==> config.mk <==
export PLATFORM = sky130hd
export DESIGN_NAME = exec_result_arbiter
export DESIGN_NICKNAME = d
export VERILOG_FILES = /design/src/rtl/exec_pkg.sv /design/src/rtl/result_fifo.sv /design/src/rtl/exec_result_arbiter.sv
export SDC_FILE = /design/constraint.sdc
export NUM_CORES = 1
export LEC_CHECK = 0
export CAP_MARGIN = 0
export CORE_AREA = 4 4 227 285
export DETAILED_ROUTE_END_ITERATION = 12
export DIE_AREA = 0 0 231 289
export PLACE_DENSITY = 0.76
export SLEW_MARGIN = 0
export SYNTH_ARGS = -nofsm -noshare
export SYNTH_HDL_FRONTEND = slang
export SYNTH_SLANG_ARGS = --single-unit
==> constraint.sdc <==
create_clock -name clk_i -period 22.3 [get_ports clk_i]
set_clock_uncertainty 0.2 [all_clocks]
set_input_delay 4.46 -clock clk_i [delete_from_list [all_inputs] [get_ports clk_i]]
set_output_delay 4.46 -clock clk_i [all_outputs]
set_load 0.005 [all_outputs]
==> src/rtl/exec_pkg.sv <==
// Shared result types and width helpers for the execute-to-memory collector.
package exec_pkg;

  function automatic int unsigned tag_w(input int unsigned rob_size);
    return $clog2(rob_size + 1);
  endfunction

  localparam int unsigned DataW   = 64;
  localparam int unsigned CmdW    = 10;
  localparam int unsigned RobSize = 32;
  localparam int unsigned TagW    = tag_w(RobSize);

  typedef struct packed {
    logic [DataW-1:0] val;
    logic [CmdW-1:0]  cmd;
    logic [TagW-1:0]  tag;
    logic [3:0]       flags;
  } exec_result_t;

endpackage

==> src/rtl/result_fifo.sv <==
// Single-channel result FIFO; flush empties it and overrides push/pop in the same cycle.
module result_fifo
  import exec_pkg::*;
#(
  parameter int unsigned Depth = 2,
  parameter type T = exec_result_t,
  localparam int unsigned PtrW = $clog2(Depth),
  localparam int unsigned CntW = PtrW + 1
) (
  input  logic            clk_i,
  input  logic            rst_ni,
  input  logic            flush_i,
  input  logic            push_i,
  input  logic            pop_i,
  input  T                data_i,
  output T                data_o,
  output logic            full_o,
  output logic            empty_o,
  output logic [CntW-1:0] count_o
);

  T                mem_q [Depth];
  logic [PtrW-1:0] wr_ptr_q, wr_ptr_d;
  logic [PtrW-1:0] rd_ptr_q, rd_ptr_d;
  logic [CntW-1:0] count_q, count_d;
  logic            push_ok, pop_ok;

  assign full_o  = (count_q == CntW'(Depth));
  assign empty_o = (count_q == '0);
  assign count_o = count_q;
  assign data_o  = mem_q[rd_ptr_q];

  // Full refuses a push even when the head leaves in the same cycle.
  assign push_ok = push_i & ~full_o & ~flush_i;
  assign pop_ok  = pop_i & ~empty_o & ~flush_i;

  always_comb begin
    wr_ptr_d = wr_ptr_q;
    rd_ptr_d = rd_ptr_q;
    count_d  = count_q;
    if (flush_i) begin
      wr_ptr_d = '0;
      rd_ptr_d = '0;
      count_d  = '0;
    end else begin
      if (push_ok) wr_ptr_d = wr_ptr_q + PtrW'(1);
      if (pop_ok)  rd_ptr_d = rd_ptr_q + PtrW'(1);
      unique case ({push_ok, pop_ok})
        2'b10:   count_d = count_q + CntW'(1);
        2'b01:   count_d = count_q - CntW'(1);
        default: count_d = count_q;
      endcase
    end
  end

  always_ff @(posedge clk_i or negedge rst_ni) begin
    if (!rst_ni) begin
      wr_ptr_q <= '0;
      rd_ptr_q <= '0;
      count_q  <= '0;
    end else begin
      wr_ptr_q <= wr_ptr_d;
      rd_ptr_q <= rd_ptr_d;
      count_q  <= count_d;
    end
  end

  // Storage carries no reset; only entries below count are ever read out.
  always_ff @(posedge clk_i) begin
    if (push_ok) mem_q[wr_ptr_q] <= data_i;
  end

endmodule

==> src/rtl/exec_result_arbiter.sv <==
// N-channel execute-result collector: per-unit FIFOs drained round-robin into one registered
// output slot with valid/ready backpressure and a synchronous flush.
module exec_result_arbiter
  import exec_pkg::*;
#(
  parameter int unsigned NUM_UNITS  = 4,
  parameter int unsigned FIFO_DEPTH = 2,
  parameter int unsigned DATA_W     = DataW,
  parameter int unsigned CMD_W      = CmdW,
  parameter int unsigned ROBsize    = RobSize,
  localparam int unsigned TAG_W = tag_w(ROBsize),
  localparam int unsigned GNT_W = $clog2(NUM_UNITS)
) (
  input  logic                              clk_i,
  input  logic                              reset_i,
  input  logic                              flush_i,
  input  logic [NUM_UNITS-1:0]              valid_i,
  output logic [NUM_UNITS-1:0]              canGo_o,
  input  logic [NUM_UNITS-1:0][DATA_W-1:0]  executeVal_i,
  input  logic [NUM_UNITS-1:0][CMD_W-1:0]   executeCommands_i,
  input  logic [NUM_UNITS-1:0][TAG_W-1:0]   executeTag_i,
  input  logic [NUM_UNITS-1:0][3:0]         executeFlags_i,
  output logic                              valid_o,
  input  logic                              ready_i,
  output logic [DATA_W-1:0]                 dataToMem_o,
  output logic [CMD_W-1:0]                  commandsToMem_o,
  output logic [TAG_W-1:0]                  tagToMem_o,
  output logic [3:0]                        flagsToMem_o,
  output logic [GNT_W-1:0]                  grantUnit_o
);

  localparam int unsigned CntW = $clog2(FIFO_DEPTH) + 1;

  typedef struct packed {
    logic [DATA_W-1:0] val;
    logic [CMD_W-1:0]  cmd;
    logic [TAG_W-1:0]  tag;
    logic [3:0]        flags;
  } result_t;

  result_t              in_res [NUM_UNITS];
  result_t              head   [NUM_UNITS];
  logic [CntW-1:0]      count  [NUM_UNITS];
  logic [NUM_UNITS-1:0] full, empty, ne, push, pop;

  for (genvar i = 0; i < NUM_UNITS; i++) begin : g_chan
    assign in_res[i]   = {executeVal_i[i], executeCommands_i[i], executeTag_i[i],
                          executeFlags_i[i]};
    assign push[i]     = valid_i[i] & ~full[i];
    assign canGo_o[i]  = (count[i] != CntW'(FIFO_DEPTH));
    assign ne[i]       = ~empty[i];

    result_fifo #(
      .Depth (FIFO_DEPTH),
      .T     (result_t)
    ) u_fifo (
      .clk_i   (clk_i),
      .rst_ni  (reset_i),
      .flush_i (flush_i),
      .push_i  (push[i]),
      .pop_i   (pop[i]),
      .data_i  (in_res[i]),
      .data_o  (head[i]),
      .full_o  (full[i]),
      .empty_o (empty[i]),
      .count_o (count[i])
    );
  end

  logic [GNT_W-1:0]     rr_q, rr_d;
  logic                 valid_q, valid_d;
  result_t              slot_q, slot_d;
  logic [GNT_W-1:0]     gnt_q, gnt_d;
  logic [NUM_UNITS-1:0] mask, masked, cand;
  logic                 gnt_valid;
  logic [GNT_W-1:0]     gnt_idx;
  logic                 load;

  // Masked priority encoder: channels at or above the RR pointer first, then wrap to the rest.
  always_comb begin
    mask = '0;
    for (int unsigned i = 0; i < NUM_UNITS; i++) begin
      mask[i] = (i >= 32'(rr_q));
    end
    masked    = ne & mask;
    cand      = (|masked) ? masked : ne;
    gnt_valid = |ne;
    gnt_idx   = '0;
    for (int i = int'(NUM_UNITS) - 1; i >= 0; i--) begin
      if (cand[i]) gnt_idx = GNT_W'(i);
    end
  end

  assign load = ~valid_q | ready_i;

  always_comb begin
    slot_d  = slot_q;
    valid_d = valid_q;
    gnt_d   = gnt_q;
    rr_d    = rr_q;
    pop     = '0;
    if (flush_i) begin
      valid_d = 1'b0;
      rr_d    = '0;
    end else if (load) begin
      if (gnt_valid) begin
        pop[gnt_idx] = 1'b1;
        slot_d       = head[gnt_idx];
        valid_d      = 1'b1;
        gnt_d        = gnt_idx;
        rr_d         = (gnt_idx == GNT_W'(NUM_UNITS - 1)) ? '0 : gnt_idx + GNT_W'(1);
      end else begin
        valid_d = 1'b0;
      end
    end
  end

  always_ff @(posedge clk_i or negedge reset_i) begin
    if (!reset_i) begin
      valid_q <= 1'b0;
      slot_q  <= '0;
      gnt_q   <= '0;
      rr_q    <= '0;
    end else begin
      valid_q <= valid_d;
      slot_q  <= slot_d;
      gnt_q   <= gnt_d;
      rr_q    <= rr_d;
    end
  end

  assign valid_o         = valid_q;
  assign dataToMem_o     = slot_q.val;
  assign commandsToMem_o = slot_q.cmd;
  assign tagToMem_o      = slot_q.tag;
  assign flagsToMem_o    = slot_q.flags;
  assign grantUnit_o     = gnt_q;

endmodule
# Yosys cells after proc, flatten, opt, wreduce, memory -nomap -nowiden

Memory sizes are Yosys's and may differ from the RTL's.
Cells that the tools add are included.

$lt $le $gt $ge: 6
Multipliers: 0
Divide/modulo/power cells: 0
Bitwise operators: 33
Multiplexer cells: 52
Shift operators: 0
Eq/ne operators: 17
Add/sub/neg operators: 17
Reduce and logical (&&, ||, !) cells: 23

Operators by type and width:

| operator            | number |
|---|---|
| $bmux 84 s2         | 1 |
| $mux 84             | 2 |
| $mux 1              | 28 |
| $mux 2              | 12 |
| $and 1x1->1         | 20 |
| $reduce_bool 2->1   | 10 |
| $eq 2x2->1 const B  | 9 |
| $mux 4              | 4 |
| $pmux 2 s2          | 4 |
| $reduce_bool 3->1   | 4 |
| $add 2x1->2 const B | 5 |
| $not 1->1           | 10 |
| $add 1x1->1 const B | 8 |
| $eq 2x1->1 const B  | 4 |
| $logic_not 2->1     | 4 |
| $ne 2x2->1 const B  | 4 |
| $reduce_or 4->1     | 2 |
| $sub 2x1->2 const B | 4 |
| $and 4x4->4         | 1 |
| $ge 1x2->1 const A  | 2 |
| $ge 3x3->1 const B  | 1 |
| $lt 2x3->1 const B  | 1 |
| $not 2->3           | 1 |
| $reduce_and 3->1    | 1 |
| other kinds (6)     | 6 |

Memories: 4
Input bits: 344
Memory bits (read-only): 0
Latch bits: 0
Output and inout port bits: 91
RAM bits: 672
Register bits: 105
Logic and storage cells: 171

Memories:

| memory                 | words | bits a word | read ports | clocked after Yosys merged registers in | wr ports | line              | source |
|---|---|---|---|---|---|---|---|
| g_chan[0].u_fifo.mem_q | 2     | 84          | 1          | 0                                       | 1        | result_fifo.sv:22 | `T mem_q [Depth];` |
| g_chan[1].u_fifo.mem_q | 2     | 84          | 1          | 0                                       | 1        | result_fifo.sv:22 |  |
| g_chan[2].u_fifo.mem_q | 2     | 84          | 1          | 0                                       | 1        | result_fifo.sv:22 |  |
| g_chan[3].u_fifo.mem_q | 2     | 84          | 1          | 0                                       | 1        | result_fifo.sv:22 |  |

# Longest topological paths before layout

Depth in word-level cells: 21
Gate-level depth with buffers: 13
Mapped depth without buffers: 9

# Cells and area by module

Synthesis repeated with hierarchy kept, for this count alone.

Cells, all modules: 1862
Area, all modules: 30935.9 um2

Modules (own cells, without submodules):

| module                             | times used | sequential area each (um2) | cells an instance | area each (um2) |
|---|---|---|---|---|
| result_fifo (g_chan[1].u_fifo ...) | 3          | 5144.9                     | 286               | 6268.5 |
| result_fifo (g_chan[0].u_fifo)     | 1          | 5144.9                     | 287               | 6281.0 |
| exec_result_arbiter                | 1          | 2227.1                     | 717               | 5849.4 |

# Worst setup path after synthesis

No wires, ideal clock.

Path type: input -> register
From: input port flush_i
To: memory g_chan[0].u_fifo.mem_q[1][0] in the netlist's numbering (enable)
Cell stages on the path: 3
Setup slack: 10.447 ns
Arrival time: 11.006 ns
Cell sequence: clkbuf_1 > clkbuf_1 > nor3b_1

Cells in the longest elaborated chain, start to end: 4

RTL lines:

| item                         | line                      | source |
|---|---|---|
| start: declaration           | exec_result_arbiter.sv:16 | `input logic flush_i,` |
| $not 1->1 (no line)          | n/a                       |  |
| $and 1x1->1                  | result_fifo.sv:34         | `assign push_ok = push_i & ~full_o & ~flush_i;` |
| $mux 1                       | result_fifo.sv:70         | `if (push_ok) mem_q[wr_ptr_q] <= data_i;` |
| $mux 1 (implied by the code) | result_fifo.sv:70         |  |
| end: declaration             | result_fifo.sv:22         |  |

No other way between the ends.

# Worst setup path in the final report

From: input port flush_i
To: register slot_q, in the netlist commandsToMem_o[9]

Cells in the longest elaborated chain, start to end: 2

RTL lines:

| item                       | line                       | source |
|---|---|---|
| $not 1->1 (no line)        | n/a                        |  |
| $reduce_and 3->1 (no line) | n/a                        |  |
| end signal: assignment     | exec_result_arbiter.sv:126 | `slot_q <= slot_d;` |
| end: declaration           | exec_result_arbiter.sv:72  | `result_t slot_q, slot_d;` |

No other way between the ends.
A chain may end at the register's enable or synchronous reset.

==> impl_metrics.yaml <==
outcome:
  outcome: "completed"
setup_path:
  path_max_fanout: 70
  required_ns: 22.58
  cp-end-kind: "register"
  setup.worst_path.start_class: "input port"
  arrival_ns: 7.15
  crit_type: "in -> reg"
cts:
  clk_latency_ns: 0.61
  h-tree-depth: 3
  clock-sinks: 777
  root_buffer: "clkbuf_16"
  cts_tree: "built"
  path_clk_slew_ns: 0.06
  cts_resized: 0
  post_cts_buffers: 0
  ctsHoldBuffers: 0
  cts_buffer_depth: 3
  cts_buffers: 75
power:
  seqPwrFrac: 0.417
  p_int_mw: 3.07
  p_leak_nw: 12.7
  p_sw_frac: 0.330
  power_frac_clock: 0.274
  pwr_density_cell_nw_per_um2: 119
  netSwitchingPower_mw: 1.51
  peakVddDrop_uv: 111
  combPwrFrac: 0.309
sta:
  fin_crit_sh: 0.308
  slew_headroom: 0.226
  layout_setup_ws_ns: 15.43
  finalSetupViolCount: 0
  min_period_ns: 6.87
  rsz0062_at_grt: "no"
  max_freq_mhz: 145
  slew_violations: 0
  hold_viol_final: 0
  fin_hold_ws_ns: 0.313
  setup_tns_ns: 0
  max_slew.worst_pin.slew_ns: 1.16
synth:
  synth_cell_types: 54
  synth_area_um2: 30800
  synth_enable_flop_cells: 672
  synthDominantAreaCellType: "edfxtp_1"
  ys_top_cells_by_count: "edfxtp_1, mux2i_1, dfrtp_1, a211oi_1, nand2_1"
  synth_nets: 2249
  yosysWarnings: 0
  ys_seq_area_frac: 0.742
  ys_ff_latch: 777
  synth_top_area_frac: 0.656
  yosys.cell_count.top_type: "edfxtp_1"
  synth.avg_cell_area_um2: 16.2
  synthTopCellsByArea: "edfxtp_1, dfrtp_1, mux2i_1"
  synthCells: 1904
  ys.flop_type: "edfxtp_1"
  synthArstFlopShare: 0.135
floorplanning:
  fp.dieW_um: 231
  row_count: 102
  initial_core_util: 0.498
  die_h_um: 289
  ios: 435
  core_area_um2: 61800
  die-area_um2: 66800
final_layout:
  drive_gt1_frac: 0.104
  nets: 2653
  area_delta_synth_final_pct: 24.9
placed_design:
  dp_hpwl_um: 54000
  pre_cts_ws_ns: 14.94
  portBuffers: 434
  routabilityCongestion: 0.795
detailed_routing:
  antenna_left: 0
  firstDrtPassIters: 5
  wl_met1_um: 30400
  wl_met3_um: 6910
  viasPerCell: 5.86
  wire_per_inst_um: 26.2
  dr.max_layer_used: "met5"
  drcViolationCount: 0
  drt_iter0_markers: 1576
  vias: 18900
  wl_um: 84400
  wl_met2_um: 44300
run:
  drv_cap: 0
global_routing:
  gr-total-overflow: 0
  grt_pass1_vias: 19500
  grt_pass1_wl_um: 123000
  grt_max_degree: 77
  antenna_found_initial: 32
  grt_usage: 0.247
hold_path:
  hp-class: "reg -> reg"
[stage by stage]
stage	power [mW]	std cells	util	area [um^2]
after floorplan	2.75	1904	-	30800
after global placement	3.32	3063	0.581	35900
after detailed placement	3.36	3063	0.581	35900
after CTS	4.62	3199	0.621	38400
after global routing	4.79	3211	0.622	38400
final	4.59	3218	0.622	38400
[layer usage]
metal,up-vias,GRT usage
li1,8295,-
met1,9520,0.290
met2,834,0.440
met3,179,0.0612
met4,22,0.0969
met5,-,0
[critical path, stage by stage]
cell             delay [ns]
clkdlybuf4s50_1        0.41
buf_4                  0.25
inv_1                  0.20
o211a_4                0.50
buf_4                  0.74
o31ai_1                0.23
o22a_1                 0.22
[flip-flops by register name, summed over array words and instances (netlist names)]
name                    count
tagToMem_o                  6
dataToMem_o                64
g_chan.u_fifo.count_o       8
g_chan.u_fifo.wr_ptr_q      4
valid_o                     1
flagsToMem_o                4
g_chan.u_fifo.mem_q       672
grantUnit_o                 2
g_chan.u_fifo.rd_ptr_q      4
rr_q                        2
commandsToMem_o            10
[layout make-up]
class,instances,area (um^2)
multi-input combinational,983,7450
clock buffer,105,2120
sequential,777,22800
inverter,6,22.5
fill,4624,23400
antenna,19,47.5
clock inverter,31,323
timing repair buffer,465,4580
tap,832,1040
[final timing paths]
path	startpoint	end	slack (ns)	cells after the start
max	flush_i	commandsToMem_o[9]	15.43	7
min in group asynchronous	reset_i	dataToMem_o[49]	3.61	1
max in group asynchronous	reset_i	g_chan[2].u_fifo.rd_ptr_q	16.78	2
max reg2reg	g_chan[0].u_fifo.count_o[0]	g_chan[1].u_fifo.count_o[0]	17.07	9
min	dataToMem_o[14]	dataToMem_o[14]	0.31	1
min reg2reg	dataToMem_o[14]	dataToMem_o[14]	0.31	1
[logic make-up (layout without fill, tap and decap cells)]
| family | after synthesis | count (layout) | synth area share |
|---|---|---|---|
| flops | 777 | 777 | 0.742 |
| compound gates | 343 | 343 | 0.0816 |
| mux | 290 | 290 | 0.0970 |
| other cells | 0 | 19 | 0 |
| simple gates | 340 | 340 | 0.0566 |
| fa+ha+maj | 1 | 1 | 0.000407 |
| xor+xnor | 9 | 9 | 0.00256 |
| buf+inv | 144 | 607 | 0.0203 |
[power by group through the flow]
stage	Sequential [mW]	Combinational, mW	Clock [mW]
2_1_floorplan	1.88	0.869	0
3_3_place_gp	1.94	1.38	0
3_5_place_dp	1.94	1.42	0
4_1_cts	1.91	1.43	1.28
5_1_grt	1.93	1.52	1.34
6_report	1.91	1.42	1.26
[cells in the final DEF (no fill, tap or decap), types with 3 or more instances in the layout]
master,Yosys,routed
nand3_1,7,6
a21oi_1,40,38
nor2_1,69,69
a31oi_1,33,33
nor3b_2,0,4
nand2_1,93,93
clkdlybuf4s50_1,0,433
bufinv_16,0,4
clkinv_2,0,11
nor4_1,36,36
inv_1,4,4
clkbuf_16,0,78
edfxtp_1,672,672
buf_4,3,31
nor2b_1,69,69
o21ai_0,9,8
a211o_1,19,19
xor2_1,7,7
dfrtp_4,0,4
mux2_2,65,65
clkbuf_1,78,20
o22a_1,34,34
nor3_2,1,4
clkinv_8,0,3
o31ai_1,54,54
o211ai_1,33,33
clkbuf_8,0,7
diode_2,0,19
mux2i_1,225,225
clkinvlp_4,0,8
dfrtp_1,105,101
nand2b_1,6,6
a211oi_1,104,104
nand4_1,32,32
(Power assumes the default switching activity.)
